`src/rtl/screen_pkg.sv`:
```
// rtl/screen_pkg.sv - shared types and constants for the screen output stage
package screen_pkg;

   typedef enum logic [1:0] {
      IDLE     = 2'd0,
      FADE_IN  = 2'd1,
      FADE_OUT = 2'd2
   } fade_state_t;

   localparam int PIPE_LAT   = 2;
   localparam int CB_DEFAULT = 4;

   typedef struct packed {
      logic [CB_DEFAULT-1:0] r;
      logic [CB_DEFAULT-1:0] g;
      logic [CB_DEFAULT-1:0] b;
   } rgb_t;

endpackage

```
`src/rtl/sync_delay_line.sv`:
```
// rtl/sync_delay_line.sv - 1-bit shift register delay, DEPTH=0 is a wire
module sync_delay_line #(
   parameter int   DEPTH     = 1,
   parameter logic RESET_VAL = 1'b0
) (
   input  logic clk_25,
   input  logic resetN,
   input  logic d,
   output logic q
);

   generate
      if (DEPTH == 0) begin : g_pass
         logic unused_clk_rst;
         assign unused_clk_rst = &{1'b0, clk_25, resetN};
         assign q = d;
      end else begin : g_shift
         logic [DEPTH-1:0] sr;
         always_ff @(posedge clk_25 or negedge resetN) begin
            if (!resetN) begin
               sr <= {DEPTH{RESET_VAL}};
            end else begin
               sr[0] <= d;
               for (int i = 1; i < DEPTH; i++) sr[i] <= sr[i-1];
            end
         end
         assign q = sr[DEPTH-1];
      end
   endgenerate

endmodule

```
`src/rtl/screen_out_stage.sv`:
```
// rtl/screen_out_stage.sv - layer compositing, brightness/fade scaling, sync alignment
module screen_out_stage
   import screen_pkg::*;
#(
   parameter int NUM_LAYERS  = 4,
   parameter int CB          = 4,
   parameter int RGB_LAT     = 0,
   parameter int FADE_FRAMES = 2
) (
   input  logic                       clk_25,
   input  logic                       resetN,
   input  logic                       pxl_en,
   input  logic                       hsync_in,
   input  logic                       vsync_in,
   input  logic [NUM_LAYERS-1:0]      layer_draw,
   input  logic [NUM_LAYERS*3*CB-1:0] layer_rgb,
   input  logic [3*CB-1:0]            bg_rgb,
   input  logic [CB-1:0]              red_level,
   input  logic [CB-1:0]              green_level,
   input  logic [CB-1:0]              blue_level,
   input  logic                       fade_req,
   input  logic                       fade_dir,
   output logic [CB-1:0]              red,
   output logic [CB-1:0]              green,
   output logic [CB-1:0]              blue,
   output logic                       hsync,
   output logic                       vsync,
   output logic                       de,
   output logic                       fade_busy,
   output logic [CB-1:0]              fade_level
);

   localparam int              CW       = 3 * CB;
   localparam logic [CB-1:0]   LVL_MAX  = '1;
   localparam logic [CB-1:0]   LVL_ONE  = 1;
   localparam logic [2*CB-1:0] ONE2     = 1;
   localparam logic [3:0]      DIV_LAST = 4'(FADE_FRAMES - 1);

   logic          en_a;
   logic [CW-1:0] sel_rgb;
   logic [CW-1:0] col1;

   sync_delay_line #(.DEPTH(RGB_LAT), .RESET_VAL(1'b0)) u_en_a (
      .clk_25(clk_25), .resetN(resetN), .d(pxl_en), .q(en_a));
   sync_delay_line #(.DEPTH(PIPE_LAT), .RESET_VAL(1'b0)) u_de (
      .clk_25(clk_25), .resetN(resetN), .d(en_a), .q(de));
   sync_delay_line #(.DEPTH(RGB_LAT + PIPE_LAT), .RESET_VAL(1'b1)) u_hs (
      .clk_25(clk_25), .resetN(resetN), .d(hsync_in), .q(hsync));
   sync_delay_line #(.DEPTH(RGB_LAT + PIPE_LAT), .RESET_VAL(1'b1)) u_vs (
      .clk_25(clk_25), .resetN(resetN), .d(vsync_in), .q(vsync));

   // Walk from the top so the lowest drawn index is the last to overwrite.
   always_comb begin
      sel_rgb = bg_rgb;
      for (int k = NUM_LAYERS - 1; k >= 0; k--) begin
         if (layer_draw[k]) sel_rgb = layer_rgb[k*CW +: CW];
      end
   end

   always_ff @(posedge clk_25 or negedge resetN) begin
      if (!resetN) col1 <= '0;
      else         col1 <= en_a ? sel_rgb : '0;
   end

   function automatic logic [CB-1:0] scale(input logic [CB-1:0] c,
                                           input logic [CB-1:0] lvl,
                                           input logic [CB-1:0] fl);
      logic [CB-1:0]   eff;
      logic [2*CB-1:0] prod;
      eff  = (lvl < fl) ? lvl : fl;
      prod = {{CB{1'b0}}, c} * ({{CB{1'b0}}, eff} + ONE2);
      return prod[2*CB-1:CB];
   endfunction

   always_ff @(posedge clk_25 or negedge resetN) begin
      if (!resetN) begin
         red   <= '0;
         green <= '0;
         blue  <= '0;
      end else begin
         red   <= scale(col1[3*CB-1:2*CB], red_level,   fade_level);
         green <= scale(col1[2*CB-1:CB],   green_level, fade_level);
         blue  <= scale(col1[CB-1:0],      blue_level,  fade_level);
      end
   end

   fade_state_t   state_q, state_n;
   logic [CB-1:0] level_q, level_n;
   logic [3:0]    div_q, div_n;
   logic          vs_q;
   logic          frame_tick;
   logic          step;

   assign frame_tick = vs_q & ~vsync_in;

   always_ff @(posedge clk_25 or negedge resetN) begin
      if (!resetN) begin
         state_q <= IDLE;
         level_q <= LVL_MAX;
         div_q   <= '0;
         vs_q    <= 1'b1;
      end else begin
         state_q <= state_n;
         level_q <= level_n;
         div_q   <= div_n;
         vs_q    <= vsync_in;
      end
   end

   // A request always wins over a frame step and restarts the divider.
   always_comb begin
      state_n = state_q;
      level_n = level_q;
      div_n   = div_q;
      step    = 1'b0;
      if (fade_req) begin
         state_n = fade_dir ? FADE_IN : FADE_OUT;
         div_n   = '0;
      end else if (frame_tick) begin
         if (div_q == DIV_LAST) begin
            div_n = '0;
            step  = 1'b1;
         end else begin
            div_n = div_q + 4'd1;
         end
         if (step) begin
            case (state_q)
               FADE_IN: begin
                  if (level_q >= LVL_MAX - LVL_ONE) state_n = IDLE;
                  if (level_q != LVL_MAX) level_n = level_q + LVL_ONE;
               end
               FADE_OUT: begin
                  if (level_q <= LVL_ONE) state_n = IDLE;
                  if (level_q != '0) level_n = level_q - LVL_ONE;
               end
               default: state_n = IDLE;
            endcase
         end
      end
   end

   assign fade_busy  = (state_q != IDLE);
   assign fade_level = level_q;

endmodule

```
`config.mk`:
```
export PLATFORM = sky130hd
export DESIGN_NAME = screen_out_stage
export DESIGN_NICKNAME = d
export VERILOG_FILES = /design/src/rtl/screen_pkg.sv /design/src/rtl/sync_delay_line.sv /design/src/rtl/screen_out_stage.sv
export SDC_FILE = /design/constraint.sdc
export NUM_CORES = 1
export LEC_CHECK = 0
export CORE_MARGIN = 2
export CORE_UTILIZATION = 28
export DETAILED_ROUTE_END_ITERATION = 10
export GPL_ROUTABILITY_DRIVEN = 1
export SLEW_MARGIN = 15
export SYNTH_ARGS = -nofsm -noshare
export SYNTH_HDL_FRONTEND = slang
export SYNTH_HIERARCHICAL = 1
export SYNTH_SLANG_ARGS = --single-unit
```
`constraint.sdc`:
```
create_clock -name clk_25 -period 6.6 [get_ports clk_25]
set_input_delay 1.32 -clock clk_25 [delete_from_list [all_inputs] [get_ports clk_25]]
set_output_delay 1.32 -clock clk_25 [all_outputs]
set_load 0.05 [all_outputs]
```
After elaboration in Yosys (flattened, before gate mapping)
Cells that the tools add are included.
- register bits after elaboration: 41
- input port bits: 83
- reduce and logical (&&, ||, !) cells: 7
- add/subtract/negate cells: 6
- eq/ne operators: 8
- $mul: 3
- multiplexer cells: 24
- $lt $le $gt $ge: 5
- bitwise gates (word level): 3
- operator list (kind ; number):
    $mux W12 ; 5
    $mux W4 ; 8
    $mul A4 B5 Y8 ; 3
    $add A4 B1 Y5 const B ; 3
    $lt A4 B4 Y1 ; 3
    $mux W2 ; 6
    $add A4 B1 Y4 const B ; 2
    $pmux W4 S2 ; 1
    $reduce_bool A2 Y1 ; 4
    $ne A3 B3 Y1 const B ; 2
    $reduce_and A6 Y1 ; 1
    $eq A4 B1 Y1 const B ; 1
    $ge A4 B4 Y1 const B ; 1
    $le A4 B1 Y1 const B ; 1
    $ne A2 B2 Y1 const B ; 2
    $ne A4 B4 Y1 const B ; 1
    $pmux W2 S2 ; 1
    $reduce_and A4 Y1 ; 1
    $reduce_bool A4 Y1 ; 1
    $sub A4 B1 Y4 const B ; 1
    $mux W1 ; 3
    $eq A2 B1 Y1 const B ; 1
    $eq A2 B2 Y1 const B ; 1
    $not A1 Y1 ; 2
    $and A1 B1 Y1 ; 1

Depth between registers and ports, before layout
Gate-level depths: netlist (run 1).
- depth after elaboration: 7
- gate-level depth with buffers: 20
- depth with buffers taken out: 19

Cells and area by module
The synthesis (run 1) kept the hierarchy.
- by module, submodules not included (module ; seq. area each (sq um) ; instances ; area an instance (sq um) ; cells an instance):
    screen_out_stage ; 882.1 ; 1 ; 3762.4 ; 431
    sync_delay_line (u_hs ...) ; 52.6 ; 2 ; 52.6 ; 2
    sync_delay_line (u_de) ; 50.0 ; 1 ; 50.0 ; 2
    sync_delay_line (u_en_a) ; 0.0 ; 1 ; 7.5 ; 1

Worst setup path before layout (run 1)
Ideal clock, no wire load.
- path kind: input -> register
- from: input port green_level[3]
- to: register green[3]
- data arrival time: 5384 ps
- path slack: 1082 ps
- stages: 16
- path through: ha_1 -> o211ai_1 -> o21ai_1 -> mux2_2 -> ha_1 -> xnor2_1 -> nand2_1 -> fa_1 -> fa_1 -> inv_1 -> ha_1 -> and4_1 -> a41o_1 -> or3_4 -> a31oi_4 -> xnor3_1
- longest elaborated chain between the ends: 4
- ends and longest elaborated chain (element ; line ; RTL):
    start, declared ; screen_out_stage.sv:19 ; input logic [CB-1:0] green_level,
    $lt A4 B4 Y1 ; screen_out_stage.sv:70 ; eff = (lvl < fl) ? lvl : fl;
    $mux W4 * ; screen_out_stage.sv:70 ;
    $add A4 B1 Y5 * ; screen_out_stage.sv:71 ; prod = {{CB{1'b0}}, c} * ({{CB{1'b0}}, eff} + ONE2);
    $mul A4 B5 Y8 * ; screen_out_stage.sv:71 ;
    end signal, assigned ; screen_out_stage.sv:82 ; green <= scale(col1[2*CB-1:CB], green_level, fade_level);
    end, declared ; screen_out_stage.sv:24 ; output logic [CB-1:0] green,
Mark *: on every way between the ends. The rest lies on a longest branch, timed or not.
A chain may end at the register's enable or synchronous reset.

Worst setup path in the final report (run 1)
- from: input port green_level[2]
- to: register green[3]
The elaborated chain is that of the path after synthesis.

==> metrics.yaml, run 1 <==
hold_viol_final: 0
rsz0062_at_grt: "no"
rows: 43
p_leak_uw: 0.00244
initial_utilization_pct: 28.5
synth_cell_types: 48
grt_pass1_vias: 3541
synth_top_area_share_pct: 20.4
globalRoute.totalOverflow: 0
final-setup-viol-count: 0
synth.area.top_cells: "dfrtp_1, ha_1, mux2i_1"
hp-start: "u_de/g_shift.sr[0]"
synth_cells: 438
die_w_um: 122
finalCriticalPeriod_ps: 6060
avgSynthCellArea_um2: 8.96
end_kind: "register"
core_region_area_um2: 13800
die_h_um: 122
post_cts_buffers: 0
async_flop_share_pct: 100
fin_ws_ps: 539
cp.arrival_ps: 6220
cts.path.max_buffers: 2
finalMaxSlewViolations: 0
rr_endpoint: "green[3]"
fmax_ghz: 0.165
wl_um: 9320
cts_tree: "done"
drtIter0Drc: 144
dp_hpwl_um: 7770
ys_seq_area_share_pct: 26.4
yosysTopAreaCell: "dfrtp_1"
cts_hold_buf: 0
ant_nets: 0
cts_root_buffer: "clkbuf_16"
drive_gt1_share_pct: 5.39
num_io_pins: 103
holdPathEnd: "u_de/g_shift.sr[1]"
comb_power_share_pct: 48.9
first_pass_iters: 4
synth_area_um2: 3930
power_switching_uw: 446
r2r_start: "fade_level[3]"
grt_use_total_pct: 13.2
syn_nets: 582
synth_ff_type: "dfrtp_1"
area_delta_synth_final_pct: 34.4
finalSetupTns_ps: 0
regArea_um2: 1040
swShare_pct: 40.1
dp_slack_ps: 277
cts_inserted_buffers: 5
gp_congestion: 0.868
min_period_over_period_pct: 91.8
hold_class: "register to register"
clkLatencyLatePin_ps: 290
viasPerCell: 4.70
hold_depth: 0
cts-resized-gates: 0
avgRoutedWirePerCell_um: 13.0
clk_pin_slew_ps: 60
num_antenna_cells: 0
fill_cells: 1445
dieArea_um2: 15000
crit_path_max_fanout: 4
crit_type: "input pin to register"
synth_warnings: 6
critPathLaunch: "green_level[2]"
dr_total_vias: 3375
skew_ps: 6.07
synth_edf_count: 0
nNetsFinal: 681
status: "completed"
peakVddDrop_mv: 0.0999
r2r_cells: 17
grt_max_degree: 42
startpoint_type: "input pin"
p_clk_share_pct: 22.0
critPathRequiredTime_ps: 6760
antenna_found_initial: 0
synth-seq-cells: 41
relSlewSlack_pct: 35.4
grt_pass1_wl_um: 15900
cts_num_sinks: 41
maxCapViolCount: 0
p_per_area_nw_per_um2: 211
power_frac_seq_pct: 29.1
tightest_slew_ps: 969
portBuffers: 102
multi_input_area_um2: 2740
h-tree-depth: 2
post-route-drc-count: 0
r2r_setup_slack_ps: 1020
p_int_uw: 665
-- stage by stage --
stage | cells | area, µm² | hold WS, ps | total power (µW) | utilization (%)
final | 718 | 5270 | 350 | 1110 | 38.3
after CTS | 718 | 5270 | 351 | 1130 | 38.3
after floorplan | 438 | 3930 | 331 | 689 | -
after detailed placement | 710 | 5130 | 336 | 874 | 37.2
after global placement | 710 | 5130 | 337 | 862 | 37.2
after global routing | 718 | 5270 | 356 | 1200 | 38.3
-- layer usage --
metal | share of wire [%] | routed length (µm) | global-route usage, %
met5 | 0 | 0 | 0
met4 | 1.7 | 162 | 4.60
met3 | 8.3 | 775 | 3.39
met2 | 47 | 4380 | 22.5
met1 | 43 | 4000 | 16.1
-- sequential cells by signal, summed over array words and instances (netlist names) --
name and count:
vs_q 1, u_vs/g_shift.sr 2, state_q 2, fade_level 4, u_de/g_shift.sr 2, blue 4
col1 12, u_hs/g_shift.sr 2, red 4, div_q 4, green 4
-- Yosys cell counts, types with 6 or more instances --
| cell type | n |
|---|---|
| nand2b_1 | 6 |
| mux2i_1 | 31 |
| xnor2_1 | 19 |
| dfrtp_1 | 32 |
| fa_1 | 15 |
| xor2_1 | 6 |
| ha_1 | 46 |
| inv_1 | 25 |
| nor3_1 | 6 |
| dfstp_2 | 9 |
| nor3b_1 | 6 |
| nand2_1 | 61 |
| o21ai_0 | 34 |
| a21oi_1 | 20 |
| nand3_1 | 6 |
| clkbuf_1 | 6 |
| nor2_1 | 23 |
| and2_1 | 37 |
-- cells in the final DEF, fill, tap and decap left out, types with 2 or more instances in the layout --
cell             count
a21o_1               3
inv_1               25
o31ai_1              2
o22ai_1              3
a21oi_1             20
fa_1                15
nand2b_1             6
nand2_1             61
nand3_1              6
o21ai_1              3
xnor3_1              2
and4_1               3
o21ai_0             34
and2_1              37
clkdlybuf4s50_1    101
dfrtp_1             32
nor2b_1              3
nor3_1               6
ha_1                46
nor2_1              23
o211ai_1             2
xor2_1               6
clkbuf_16            5
mux2_2               3
and3_1               3
dfstp_2              9
and2_2               2
mux2i_1             31
nor3b_1              6
xnor2_1             19
clkinv_4             2
-- worst max-delay path by stage --
stage          endpoint  slack [ps]  cells past startpoint
6_report       green[3]         540                     17
5_1_grt         blue[3]         320                     17
4_1_cts        green[3]         560                     17
3_5_place_dp   green[3]         280                     17
3_3_place_gp    blue[3]         450                     17
2_1_floorplan  green[3]        1080                     16
-- critical path: stages --
cell and delay (ps):
clkdlybuf4s50_1 460, ha_1 340, o211ai_1 90, o21ai_1 310, mux2_2 390, ha_1 220, xnor2_1 290, nand2_1 130
fa_1 470, fa_1 560, inv_1 40, ha_1 280, and4_1 150, a41o_1 280, or3_4 370, a31oi_4 200
xnor3_1 310
-- cell families (layout without fill, tap and decap cells) --
group | Yosys count | after routing | share of synthesized area, %
buffers and inverters | 37 | 137 | 3.70
AND/OR/NAND/NOR | 162 | 162 | 20.8
XOR/XNOR | 27 | 27 | 6.73
multiplexers | 34 | 34 | 8.77
flip-flops | 41 | 41 | 26.4
adder cells (fa/ha/maj) | 61 | 61 | 22.3
AO/OA/AOI/OAI | 76 | 76 | 11.3
-- cell type report --
type	instances	area share, %
sequential	41	19.7
clock inverter	3	0.427
inverter	26	1.85
timing repair buffer	103	19.4
tap	180	4.27
clock buffer	5	2.37
multi-input combinational	360	52.0
-- power by group through the flow --
stage	combinational, µW	clock, µW	sequential (µW)
floorplan	286	0	404
global placement	535	0	327
detailed placement	547	0	327
CTS	550	255	323
global route	606	265	330
finish	543	245	323
No activity file was read; power rests on OpenSTA's default activity.
==> run 2: changes to the inputs <==
Settings changed: PLACE_DENSITY from default to 0.53, SKIP_LAST_GASP from default to 1.
==> metrics.yaml, run 2 (synthesis gave the netlist of run 1 again) <==
status: "completed"
final_common_cell: "clkdlybuf4s50_1"
grt_pass1_wl_um: 15500  # -2.6%
drive_gt1_share_pct: 5.20  # -0.19 points
critPathRequiredTime_ps: 6760  # about the same
viasPerCell: 4.67  # -0.74%
clk_pin_slew_ps: 60  # about the same
grt_use_total_pct: 12.9  # -0.34 points
gp_congestion: 0.809  # -6.9%
crit_path_frequent_cell: "ha_1"
portBuffers: 102  # unchanged
rows: 43  # unchanged
finalSetupTns_ps: 0  # unchanged
cts_inserted_buffers: 5  # unchanged
hold_class: "register to register"
crit_type: "input pin to register"
cp.arrival_ps: 6190  # -30 ps
grt_max_degree: 42  # unchanged
core_region_area_um2: 13800  # unchanged
globalRoute.totalOverflow: 0  # unchanged
p_per_area_nw_per_um2: 216  # +2.4%
p_leak_uw: 0.00245  # +0.30%
drtIter0Drc: 139  # -3.5%
cts_tree: "done"
nNetsFinal: 681  # unchanged
dp_hpwl_um: 7640  # -1.6%
dp_cells: 710  # unchanged
regMostFlops: "col1"
cts_hold_buf: 0  # unchanged
first_pass_iters: 4  # unchanged
clkLatencyLatePin_ps: 280  # about the same
finalCriticalPeriod_ps: 6030  # -29.7 ps
tightest_slew_ps: 923  # -46.2 ps
hold_viol_final: 0  # unchanged
relSlewSlack_pct: 38.5  # +3.1 points
num_antenna_cells: 0  # unchanged
wl_um: 9120  # -2.1%
crit_path_max_fanout: 4  # unchanged
h-tree-depth: 2  # unchanged
crit_path_top_delay_cell: "fa_1"
die_w_um: 122  # unchanged
post_cts_buffers: 0  # unchanged
cts_num_sinks: 41  # unchanged
avgRoutedWirePerCell_um: 12.7  # -2.1%
path_cells: "clkdlybuf4s50_1, ha_1, o211ai_1, o21ai_1, mux2_2, ha_1, xnor2_1, nand2_1, fa_1, fa_1, inv_1, ha_1, and4_1, a41o_1, or3_4, a31oi_4, xnor3_1"
final-setup-viol-count: 0  # unchanged
post-route-drc-count: 0  # unchanged
dieArea_um2: 15000  # unchanged
rsz0062_at_grt: "no"
antenna_found_initial: 1  # +1
min_period_over_period_pct: 91.4  # -0.45 points
finalMaxSlewViolations: 0  # unchanged
area_delta_synth_final_pct: 34.9
cts.path.max_buffers: 2  # unchanged
ant_nets: 0  # unchanged
grt_pass1_vias: 3446  # -2.7%
final_cells: 718  # unchanged
maxCapViolCount: 0  # unchanged
peakVddDrop_mv: 0.103  # +3.0%
critPathMaxStageDelay_ps: 540  # -20 ps
cts_root_buffer: "clkbuf_16"
final_cell_mix: "clkdlybuf4s50_1, nand2_1, ha_1, and2_1, o21ai_0"
largest_register_ff_count: 12  # unchanged
skew_ps: 5.71  # -0.364 ps
startpoint_type: "input pin"
fmax_ghz: 0.166  # +0.49%
cts-resized-gates: 0  # unchanged
end_kind: "register"
die_h_um: 122  # unchanged
initial_utilization_pct: 28.5  # unchanged
dr_total_vias: 3350  # -0.74%
num_io_pins: 103  # unchanged
## run 2: changes by cell type in the layout (fill, tap and decap cells not counted)
cell       previous run  this run
clkbuf_1              0         1
clkinv_2              1         0
bufinv_16             0         1
clkinv_4              2         1
## run 2: final cells by class
type | count | area, µm²
fillers | 1461 | 8480
multi-input cells | 360 | 2740
flip-flops and latches | 41 | 1040
repair buffers | 103 | 1020
well taps | 180 | 225
clock buffers | 6 | 129
inverters | 26 | 97.6
clock inverters | 2 | 38.8
## run 2: layer usage
layer	GRT usage, %	up-vias	wire [µm]
li1	-	1690	-
met1	14.7	1546	3780
met2	23.9	105	4540
met3	3.16	7	691
met4	3.02	2	95
met5	0	-	13
## run 2: stage by stage
| step | area [µm²] | hold WS, ps | power (µW) | worst slack (ps) | utilization, % |
|---|---|---|---|---|---|
| after global routing | 5290 | 359 | 1240 | 223 | 38.4 |
| after CTS | 5290 | 357 | 1160 | 544 | 38.4 |
| after detailed placement | 5130 | 341 | 871 | 295 | 37.2 |
| final | 5290 | 353 | 1140 | 569 | 38.4 |
| after global placement | 5130 | 335 | 860 | 423 | 37.2 |
| after floorplan | 3930 | 331 | 689 | 1080 | - |
## run 2: report_power, final
| part | switching, µW | internal (µW) | total, µW |
|---|---|---|---|
| clock network | 102 | 179 | 281 |
| registers | 31.7 | 290 | 322 |
| logic | 305 | 234 | 539 |
| total | 438 | 703 | 1140 |
## run 2: worst max-delay path: cells and delay by family
kind,cells,cell delay [ps]
mux,1,380
compound gates,4,880
simple gates,3,620
buf+inv,2,500
fa+ha+maj,5,1890
xor+xnor,2,600
## run 2: worst paths after layout
| check | cells past startpoint | slack, ps | end | startpoint |
|---|---|---|---|---|
| worst max-delay path | 17 | 570 | green[3] | green_level[3] |
| worst min register to register | 0 | 350 | u_de/g_shift.sr[1] | u_de/g_shift.sr[0] |
| worst max register to register | 17 | 1110 | green[3] | fade_level[3] |
| worst min-delay path | 0 | 350 | u_de/g_shift.sr[1] | u_de/g_shift.sr[0] |
| max in group asynchronous | 1 | 4840 | col1[11] | resetN |
| min in group asynchronous | 1 | 1170 | state_q[0] | resetN |
